**config.mk**
```make
export PLATFORM = sky130hd
export DESIGN_NAME = pipeline_elastic_stage
export DESIGN_NICKNAME = d
export VERILOG_FILES = /design/src/rtl/cpu_types_pkg.sv /design/src/rtl/sat_counter.sv /design/src/rtl/pipeline_elastic_stage.sv
export SDC_FILE = /design/constraint.sdc
export NUM_CORES = 1
export LEC_CHECK = 0
export CORE_MARGIN = 2
export CORE_UTILIZATION = 30
export CTS_BUF_LIST = sky130_fd_sc_hd__clkbuf_4 sky130_fd_sc_hd__clkbuf_8
export DETAILED_ROUTE_END_ITERATION = 16
export SLEW_MARGIN = 20
export SYNTH_ARGS = -nofsm -noshare
export SYNTH_HDL_FRONTEND = slang
export SYNTH_HIERARCHICAL = 1
export SYNTH_SLANG_ARGS = --single-unit
```
**constraint.sdc**
```tcl
create_clock -name CLK -period 2.39 [get_ports CLK]
set_clock_uncertainty 0.15 [all_clocks]
set_input_delay 0.478 -clock CLK [delete_from_list [all_inputs] [get_ports CLK]]
set_output_delay 0.478 -clock CLK [all_outputs]
set_load 0.05 [all_outputs]
```
**src/rtl/cpu_types_pkg.sv**
```systemverilog
// Shared pipeline type definitions: per-stage control state and
// elastic-stage occupancy encoding.
package cpu_types_pkg;

  typedef enum logic [1:0] {
    PS_IDLE  = 2'b00,
    PS_RUN   = 2'b01,
    PS_STALL = 2'b10,
    PS_FLUSH = 2'b11
  } pipe_state_t;

  typedef enum logic [1:0] {
    EMPTY = 2'b00,
    HALF  = 2'b01,
    FULL  = 2'b10
  } pipe_occ_t;

endpackage

```
**src/rtl/sat_counter.sv**
```systemverilog
// Up-counter that sticks at all-ones instead of wrapping; synchronous clear.
module sat_counter #(
  parameter int W = 16
) (
  input  logic         CLK,
  input  logic         RST,
  input  logic         inc,
  output logic [W-1:0] count
);

  always_ff @(posedge CLK) begin
    if (RST) begin
      count <= '0;
    end else if (inc && (count != {W{1'b1}})) begin
      count <= count + W'(1);
    end
  end

endmodule

```
**src/rtl/pipeline_elastic_stage.sv**
```systemverilog
// Two-entry elastic pipeline stage (main + skid register) with flush and a
// saturating downstream-stall counter.
module pipeline_elastic_stage
  import cpu_types_pkg::*;
#(
  parameter int WIDTH = 32,
  parameter int CNT_W = 16
) (
  input  logic             CLK,
  input  logic             RST,
  input  logic             in_valid,
  input  logic [WIDTH-1:0] in_data,
  output logic             in_ready,
  output logic             out_valid,
  output logic [WIDTH-1:0] out_data,
  input  logic             out_ready,
  input  logic             flush,
  output logic [1:0]       occ,
  output logic [CNT_W-1:0] stall_cnt
);

  // Handshake: a transfer happens on a rising edge where valid and ready are
  // both 1. in_ready/out_valid depend only on occ_q, so neither side sees a
  // combinational path through this stage.

  pipe_occ_t        occ_q, occ_d;
  logic [WIDTH-1:0] main_q, main_d;
  logic [WIDTH-1:0] skid_q, skid_d;
  logic             accept, deliver;

  assign in_ready  = (occ_q != FULL);
  assign out_valid = (occ_q != EMPTY);
  assign out_data  = main_q;
  assign occ       = occ_q;

  assign accept  = in_valid & in_ready;
  assign deliver = out_valid & out_ready;

  always_ff @(posedge CLK) begin
    if (RST) begin
      occ_q  <= EMPTY;
      main_q <= '0;
      skid_q <= '0;
    end else begin
      occ_q  <= occ_d;
      main_q <= main_d;
      skid_q <= skid_d;
    end
  end

  // Vacated registers are zeroed so out_data reads 0 whenever nothing is held.
  always_comb begin
    occ_d  = occ_q;
    main_d = main_q;
    skid_d = skid_q;
    if (flush) begin
      occ_d  = EMPTY;
      main_d = '0;
      skid_d = '0;
    end else begin
      case (occ_q)
        EMPTY: begin
          if (accept) begin
            occ_d  = HALF;
            main_d = in_data;
          end
        end
        HALF: begin
          if (accept && deliver) begin
            main_d = in_data;
          end else if (accept) begin
            occ_d  = FULL;
            skid_d = in_data;
          end else if (deliver) begin
            occ_d  = EMPTY;
            main_d = '0;
          end
        end
        FULL: begin
          if (deliver) begin
            occ_d  = HALF;
            main_d = skid_q;
            skid_d = '0;
          end
        end
        default: begin
          occ_d  = EMPTY;
          main_d = '0;
          skid_d = '0;
        end
      endcase
    end
  end

  sat_counter #(.W(CNT_W)) u_stall_cnt (
    .CLK   (CLK),
    .RST   (RST),
    .inc   (out_valid & ~out_ready & ~flush),
    .count (stall_cnt)
  );

endmodule
```
==> results.md, run 1 <==
- Status: finished with violations
- Failing checks: design-rule violations
- Worst path max stage delay: 860 ps
- H-Tree Depth: 3
- Root Buffer: clkbuf_8
- Reg2Reg Setup Slack: 330 ps
- Post-CTS setup buffers: 0
- Maxcap violations: 0
- Seq cells post-synth: 82
- Slew HR: 0.652
- Layout Area Growth over Synthesis: 39.9%
- Critical path required time: 1760 ps
- Comb power frac: 0.131
- Pin count of the biggest net entering global routing: 33
- Min-Delay Startpoint: skid_q[27]$_SDFFE_PP0P_
- Fillers: 1143
- Primary FF master, synth: dfxtp_1
- Row count: 39
- Post-synthesis compound-gate area fraction: 0.281
- Max-slew violations: 0
- Leading area contributor after synthesis: dfxtp_1
- Placed Cells: 642
- Largest family of logic cells by synthesized area: compound AO/OA/AOI/OAI gates
- Syn Nets: 457
- Initial core utilization: 0.310
- Unique masters post-synth: 49
- Tot GR Track Use: 0.156
- Largest cells by area after synthesis: dfxtp_1 46%, a22oi_1 11%, a21oi_1 6.3%, o21ai_0 4.3%, nor2_1 4.2%
- CTS clock-pin slew for the worst setup and hold paths: 90 ps
- Worst-case reg-to-reg path depth: 7
- Total congestion overflow: 0
- Area share of the leading cell type in the synthesized netlist: 0.460
- # clock sinks: 82
- Share of cells above drive strength 1: 0.113
- Core Region: 0.0115 mm²
- CP top delay family: buffers and inverters
- First-pass GRT wire length: 16300 µm
- Worst setup margin: 63.4 ps
- Post-Route WL: 10000 µm
- Final hold violation count: 0
- Worst-Skew Late Latency: 350 ps
- Area of the multi-input gates: 0.00178 mm²
- Worst-Margin Slew: 521 ps
- Minimum clock period: 2330 ps
- # diodes: 0
- Mean Syn Cell Area: 8.53 µm²
- Post-synth design cell area: 0.00357 mm²
- Clock power frac: 0.388
- Unrepaired setup endpoints after global routing: false
- Antenna Nets Post-Route: 0
- Worst Setup End Kind: output port
- Seq/Total Area, Yosys: 0.460
- CP cell instances: clkdlybuf4s50_1
- Post-CTS sizing: 0
- Fmax: 430 MHz
- Adder-Cell Fraction of Synth Area: 0.00350
- Post-Layout Cell Count: 658
- Multiplexer share of the synthesized area: 0.00876
- Gate Count Post-Synth: 419
- Drt pass-1 iters: 11
- Hold WC Path Type: reg -> reg
- CP max stage cell: clkdlybuf4s50_1
- Register area: 0.00165 mm²
- Cts bufs inserted: 9
- Hold buffer count at CTS: 0
- Post-synth EDFFs: 0
- DRC errors left: 4
- Leak: 1.67 nW
- Bufs on Longest Clock Path: 2
- Via count: 3525
- Switching share of total power: 0.250
- Pre-CTS setup slack: -48.3 ps
- FF-to-FF End: u_stall_cnt/count[6]$_SDFFE_PP0P_
- Final Power: 0.00292 W
- Yosys Warn Count: 6
- Crit-path max FO: 7
- Fin crit share: 0.973
- Psw: 0.000730 W
- Worst r2r src: occ[0]$_SDFFE_PP0P_
- DRT iter0 DRCs: 224
- Critical Path AT: 1700 ps
- Async SR Flop Fraction: 0
- Worst Setup Path Type: reg -> out
- Initial antenna violation count: 0
- CTS tree: yes
- Fin nets: 548
- Average vias per placed instance: 5.36
- I/O pin count: 89
- Power Density: 584 mW/mm²
- Reg power frac: 0.481
- Hold Path Cell Cnt: 2
- Dpl hpwl: 6900 µm
- Final setup fails: 0
- WL/cell: 15.3 µm
- Hold EP: skid_q[27]$_SDFFE_PP0P_
- Startpoint type of the worst setup path: flip-flop
- Post-synthesis simple-gate area fraction: 0.193
- Post-route setup TNS: 0 ps
- Internal power: 0.00219 W
- Post-Synth XOR/XNOR Area: 0.00490
- Number of global-route vias before repair: 3396
- Peak supply drop: 0.000318 V
- Routability Congestion: 0.871
- Port Buffers: 88
- CP bufs+invs: 1
- Die width: 113 µm
- Die Span Y: 113 µm
- Die Footprint: 0.0128 mm²
-- cells by family (layout without fill, tap and decap cells) --
kind of cell,after synthesis,after routing
buffers and inverters,41,137
AND/OR/NAND/NOR,130,130
adder cells (fa/ha/maj),1,1
multiplexers,3,3
AO/OA/AOI/OAI,160,160
XOR/XNOR,2,2
flip-flops,82,82
-- cells in the mapped netlist (2+ instances only) --
cell and n:
or3_1 3, a22oi_1 54, nand4_1 3, xnor2_1 2
mux2i_1 2, or4_1 7, a31oi_1 8, and4_1 3
buf_2 14, nand2b_1 9, o22a_1 2, nand3b_1 2
o21ai_0 31, and2_1 2, nand3_1 16, a21oi_1 45
nor2b_1 5, clkbuf_1 17, nor3_1 4, nor4_1 2
o31ai_1 6, o22ai_1 2, nor2_1 40, o32ai_1 3
dfxtp_1 82, nand2_1 23, o21ai_1 3, inv_1 7
or2_2 2
-- cell usage in the layout, fill, tap and decap left out, types with 2 or more instances in the layout --
cell type | netlist | routed
and2_1 | 2 | 2
buf_4 | 1 | 23
clkbuf_8 | 0 | 10
or4_1 | 7 | 7
a31oi_1 | 8 | 8
and4_1 | 3 | 3
inv_1 | 7 | 7
xnor2_1 | 2 | 2
dfxtp_1 | 82 | 80
o32ai_1 | 3 | 3
nand3b_1 | 2 | 2
nand2_1 | 23 | 23
or3_1 | 3 | 3
a22oi_1 | 54 | 54
clkbuf_4 | 0 | 2
nor2_1 | 40 | 40
bufinv_16 | 0 | 2
o21ai_0 | 31 | 31
buf_12 | 0 | 5
a21oi_1 | 45 | 45
nor3_1 | 4 | 4
nand4_1 | 3 | 3
o22a_1 | 2 | 2
nand2b_1 | 9 | 9
nor2b_1 | 5 | 4
mux2i_1 | 2 | 2
nor4_1 | 2 | 2
nor2b_2 | 1 | 2
o31ai_1 | 6 | 6
o21ai_1 | 3 | 3
nand3_1 | 16 | 16
clkinvlp_4 | 0 | 2
clkdlybuf4s50_1 | 0 | 86
-- area by class of cell --
type | instances | area share
inverters | 7 | 0.00526
flip-flops and latches | 82 | 0.329
repair buffers | 114 | 0.227
multi-input cells | 296 | 0.357
well taps | 143 | 0.0358
clock buffers | 12 | 0.0305
clock inverters | 4 | 0.0150
-- power groups by stage --
stage	sequential (W)	combinational, W	clock (W)
floorplan	0.00150	0.000137	0
global placement	0.00144	0.000381	0
detailed placement	0.00144	0.000384	0
CTS	0.00141	0.000386	0.00117
global route	0.00141	0.000411	0.00123
finish	0.00140	0.000382	0.00113
-- sequential cells by signal (all words and copies together) (netlist names) --
register           flops
out_data              32
skid_q                32
u_stall_cnt/count     16
occ                    2
-- how the worst max path moves through the flow --
stage,from,endpoint,slack (ps),depth (start not counted)
detailed placement,out_ready,u_stall_cnt/count[6]$_SDFFE_PP0P_,-50,7
CTS,u_stall_cnt/count[5]$_SDFFE_PP0P_,stall_cnt[5],50,1
global placement,out_ready,u_stall_cnt/count[6]$_SDFFE_PP0P_,-7,7
finish,u_stall_cnt/count[5]$_SDFFE_PP0P_,stall_cnt[5],60,1
global route,u_stall_cnt/count[5]$_SDFFE_PP0P_,stall_cnt[5],6,1
floorplan,occ[1]$_SDFFE_PP0P_,u_stall_cnt/count[7]$_SDFFE_PP0P_,30,7
-- layer usage --
| layer | vias up | wire length [µm] | share of wire | GRT usage |
|---|---|---|---|---|
| li1 | 1725 | - | - | - |
| met1 | 1692 | 4530 | 0.45 | 0.200 |
| met2 | 106 | 4840 | 0.48 | 0.260 |
| met3 | 2 | 642 | 0.064 | 0.0477 |
| met4 | 0 | 31 | 0.0031 | 0.0350 |
| met5 | - | 0 | 0 | 0 |
-- worst register-to-register path, stage by stage, from the launching register on --
cell,delay [ps]
dfxtp_2,490
or2_4,190
nor3b_4,180
buf_4,160
and4_1,260
o41ai_1,110
or3_1,310
a21oi_1,150
-- through the flow --
stage                     hold slack [ps]  cell area [µm²]   util
after floorplan                       282             3590      -
after global placement                291             4770  0.414
after detailed placement              299             4770  0.414
after CTS                             313             5000  0.434
after global routing                  331             5000  0.434
final                                 313             5000  0.434
Note: power is estimated with default switching activity, not from simulation.
==> inputs of run 2 (changes only) <==
Clock period 2.39 ns to 2.05 ns, I/O delays scaled along.
==> run 2 against run 1 <==
Effect of this change: the run still ends with design-rule violations left; cell count up 0.46%; via count down 0.23%; worst hold slack worse by 2.9 ps; first-iteration DRC count up 19%; global-route usage up 0.22 points; worst setup slack better by 37 ps; sequential power up 17%; clock-buffer cell count down 1.
==> results.md, run 2 (synthesis results as in run 1) <==
- Status: finished with violations
- Failing checks: design-rule violations
- Leak: 1.85 nW (+11%)
- Startpoint type of the worst setup path: primary input
- First-pass GRT wire length: 16500 µm (+0.93%)
- Initial core utilization: 0.310 (unchanged)
- Worst-Margin Slew: 676 ps (+155 ps)
- Critical Path AT: 2080 ps (+380 ps)
- Worst path max stage delay: 400 ps (-460 ps)
- Minimum clock period: 1950 ps
- Core Region: 0.0115 mm² (unchanged)
- Worst-case reg-to-reg path depth: 4 (-3)
- Peak supply drop: 0.000586 V (+84%)
- Crit-path max FO: 10 (+3)
- Antenna Nets Post-Route: 0 (unchanged)
- Post-route setup TNS: 0 ps (unchanged)
- Maxcap violations: 0 (unchanged)
- CTS tree: yes
- Cts bufs inserted: 9 (unchanged)
- Number of global-route vias before repair: 3393 (-0.088%)
- # clock sinks: 82 (unchanged)
- Hold Path Cell Cnt: 2 (unchanged)
- Pin count of the biggest net entering global routing: 39 (+18%)
- Routability Congestion: 0.786 (-9.8%)
- H-Tree Depth: 3 (unchanged)
- Die width: 113 µm (unchanged)
- Post-Layout Cell Count: 661 (+0.46%)
- Root Buffer: clkbuf_8
- Fin Hold WS: 310 ps (-2.92 ps)
- Total congestion overflow: 0 (unchanged)
- Fmax: 513 MHz
- Slew HR: 0.549 (-0.103)
- Row count: 39 (unchanged)
- Most frequent cells in the layout: 72 x dfxtp_1, 58 x buf_4, 54 x a22oi_1
- CTS clock-pin slew for the worst setup and hold paths: 90 ps (about the same)
- Final setup fails: 0 (unchanged)
- Initial antenna violation count: 0 (unchanged)
- Fin crit share: 0.951
- Port Buffers: 88 (unchanged)
- Bufs on Longest Clock Path: 2 (unchanged)
- Worst Setup End Kind: flip-flop
- Via count: 3517 (-0.23%)
- Reg2Reg Setup Slack: 110 ps (-220 ps)
- Layout Area Growth over Synthesis: 39.3%
- Post-Route WL: 10100 µm (+0.17%)
- Power Density: 689 mW/mm² (+18%)
- Worst-Skew Late Latency: 360 ps (about the same)
- Final hold violation count: 0 (unchanged)
- CP max stage cell: clkdlybuf4s50_1
- Placed Cells: 644 (+0.31%)
- Max-slew violations: 0 (unchanged)
- Tot GR Track Use: 0.159 (+0.00224)
- CP most frequent cell: buf_4
- Drt pass-1 iters: 11 (unchanged)
- Worst Setup Path Type: in -> reg
- Share of cells above drive strength 1: 0.205 (+0.0920)
- WL/cell: 15.2 µm (-0.29%)
- CP cell instances: clkdlybuf4s50_1, buf_4, nor3b_4, nand2_1, buf_4, or4_1, a21oi_1
- Average vias per placed instance: 5.32 (-0.68%)
- DRC errors left: 5 (+1)
- Critical path required time: 2180 ps (+420 ps)
- DRT iter0 DRCs: 267 (+19%)
- Fin nets: 551 (+0.55%)
- Dpl hpwl: 6900 µm (about the same)
- Commonest non-fill, non-tap cell in the layout: dfxtp_1
- Design area: 0.00498 mm² (-0.43%)
- Hold WC Path Type: reg -> reg
- # diodes: 0 (unchanged)
- Die Span Y: 113 µm (unchanged)
- Die Footprint: 0.0128 mm² (unchanged)
- I/O pin count: 89 (unchanged)
- Placed inst area: 0.00475 mm² (-0.47%)
[run 2: cell count changes in the layout (fill, tap and decap cells not counted), moves of 2 or more]
cell | before | now
buf_12 | 5 | 8
buf_4 | 23 | 58
clkdlybuf4s50_1 | 86 | 36
clkinvlp_4 | 2 | 0
dfxtp_1 | 80 | 72
dfxtp_2 | 1 | 8
dlygate4sd2_1 | 0 | 15
[run 2: final timing paths]
kind / to / startpoint
setup / recovery: u_stall_cnt/count[13]$_SDFFE_PP0P_ / out_ready
hold / removal: skid_q[10]$_SDFFE_PP0P_ / skid_q[10]$_SDFFE_PP0P_
hold reg to reg: skid_q[10]$_SDFFE_PP0P_ / skid_q[10]$_SDFFE_PP0P_
setup reg to reg: u_stall_cnt/count[15]$_SDFFE_PP0P_ / u_stall_cnt/count[6]$_SDFFE_PP0P_
[run 2: timing repair]
item,CTS,global route
gates resized for setup,16,2
pin swaps,0,0
gates cloned,0,0
endpoints found under the setup margin,39,4
hold buffers,0,0
buffers inserted,0,1
[run 2: final cells by class]
| cell class | count | area (µm²) |
|---|---|---|
| Multi-Input combinational cell | 296 | 1790 |
| Sequential cell | 82 | 1660 |
| Fill cell | 1177 | 6540 |
| Inverter | 7 | 26.3 |
| Timing Repair Buffer | 117 | 1090 |
| Clock inverter | 5 | 85.1 |
| Clock buffer | 11 | 145 |
| Tap cell | 143 | 179 |
[run 2: report_power, final]
group / switching, W / internal (W) / total, W
clock network: 0.000604 / 0.000744 / 0.00135
registers: 0.0000196 / 0.00162 / 0.00164
logic: 0.000261 / 0.000185 / 0.000446
total: 0.000884 / 0.00255 / 0.00343
[run 2: per-layer routing]
metal  up-vias  global-route usage  wire length [µm]
met1      1683               0.198              4490
met5         -                   0                 0
met4         0              0.0520               146
li1       1724                   -                 -
met2        98               0.262              4770
met3        12              0.0471               647
[run 2: worst max-delay path: cells and delay by family]
kind | cells | cell delay (ps)
buffers and inverters | 3 | 750
AO/OA/AOI/OAI | 1 | 140
AND/OR/NAND/NOR | 3 | 770
[run 2: through the flow]
stage | total power (W) | setup WS, ps | util
2_1_floorplan | 0.00191 | -109 | -
3_3_place_gp | 0.00212 | -451 | 0.412
3_5_place_dp | 0.00213 | -536 | 0.412
4_1_cts | 0.00348 | 44.4 | 0.431
5_1_grt | 0.00358 | -8.92 | 0.432
6_report | 0.00343 | 100 | 0.432
==> inputs of run 3 (changes only) <==
Settings changed: TNS_END_PERCENT from default to 50.
==> results of run 3 <==
Same layout as run 2: the final DEF is identical, and so are final timing and power.
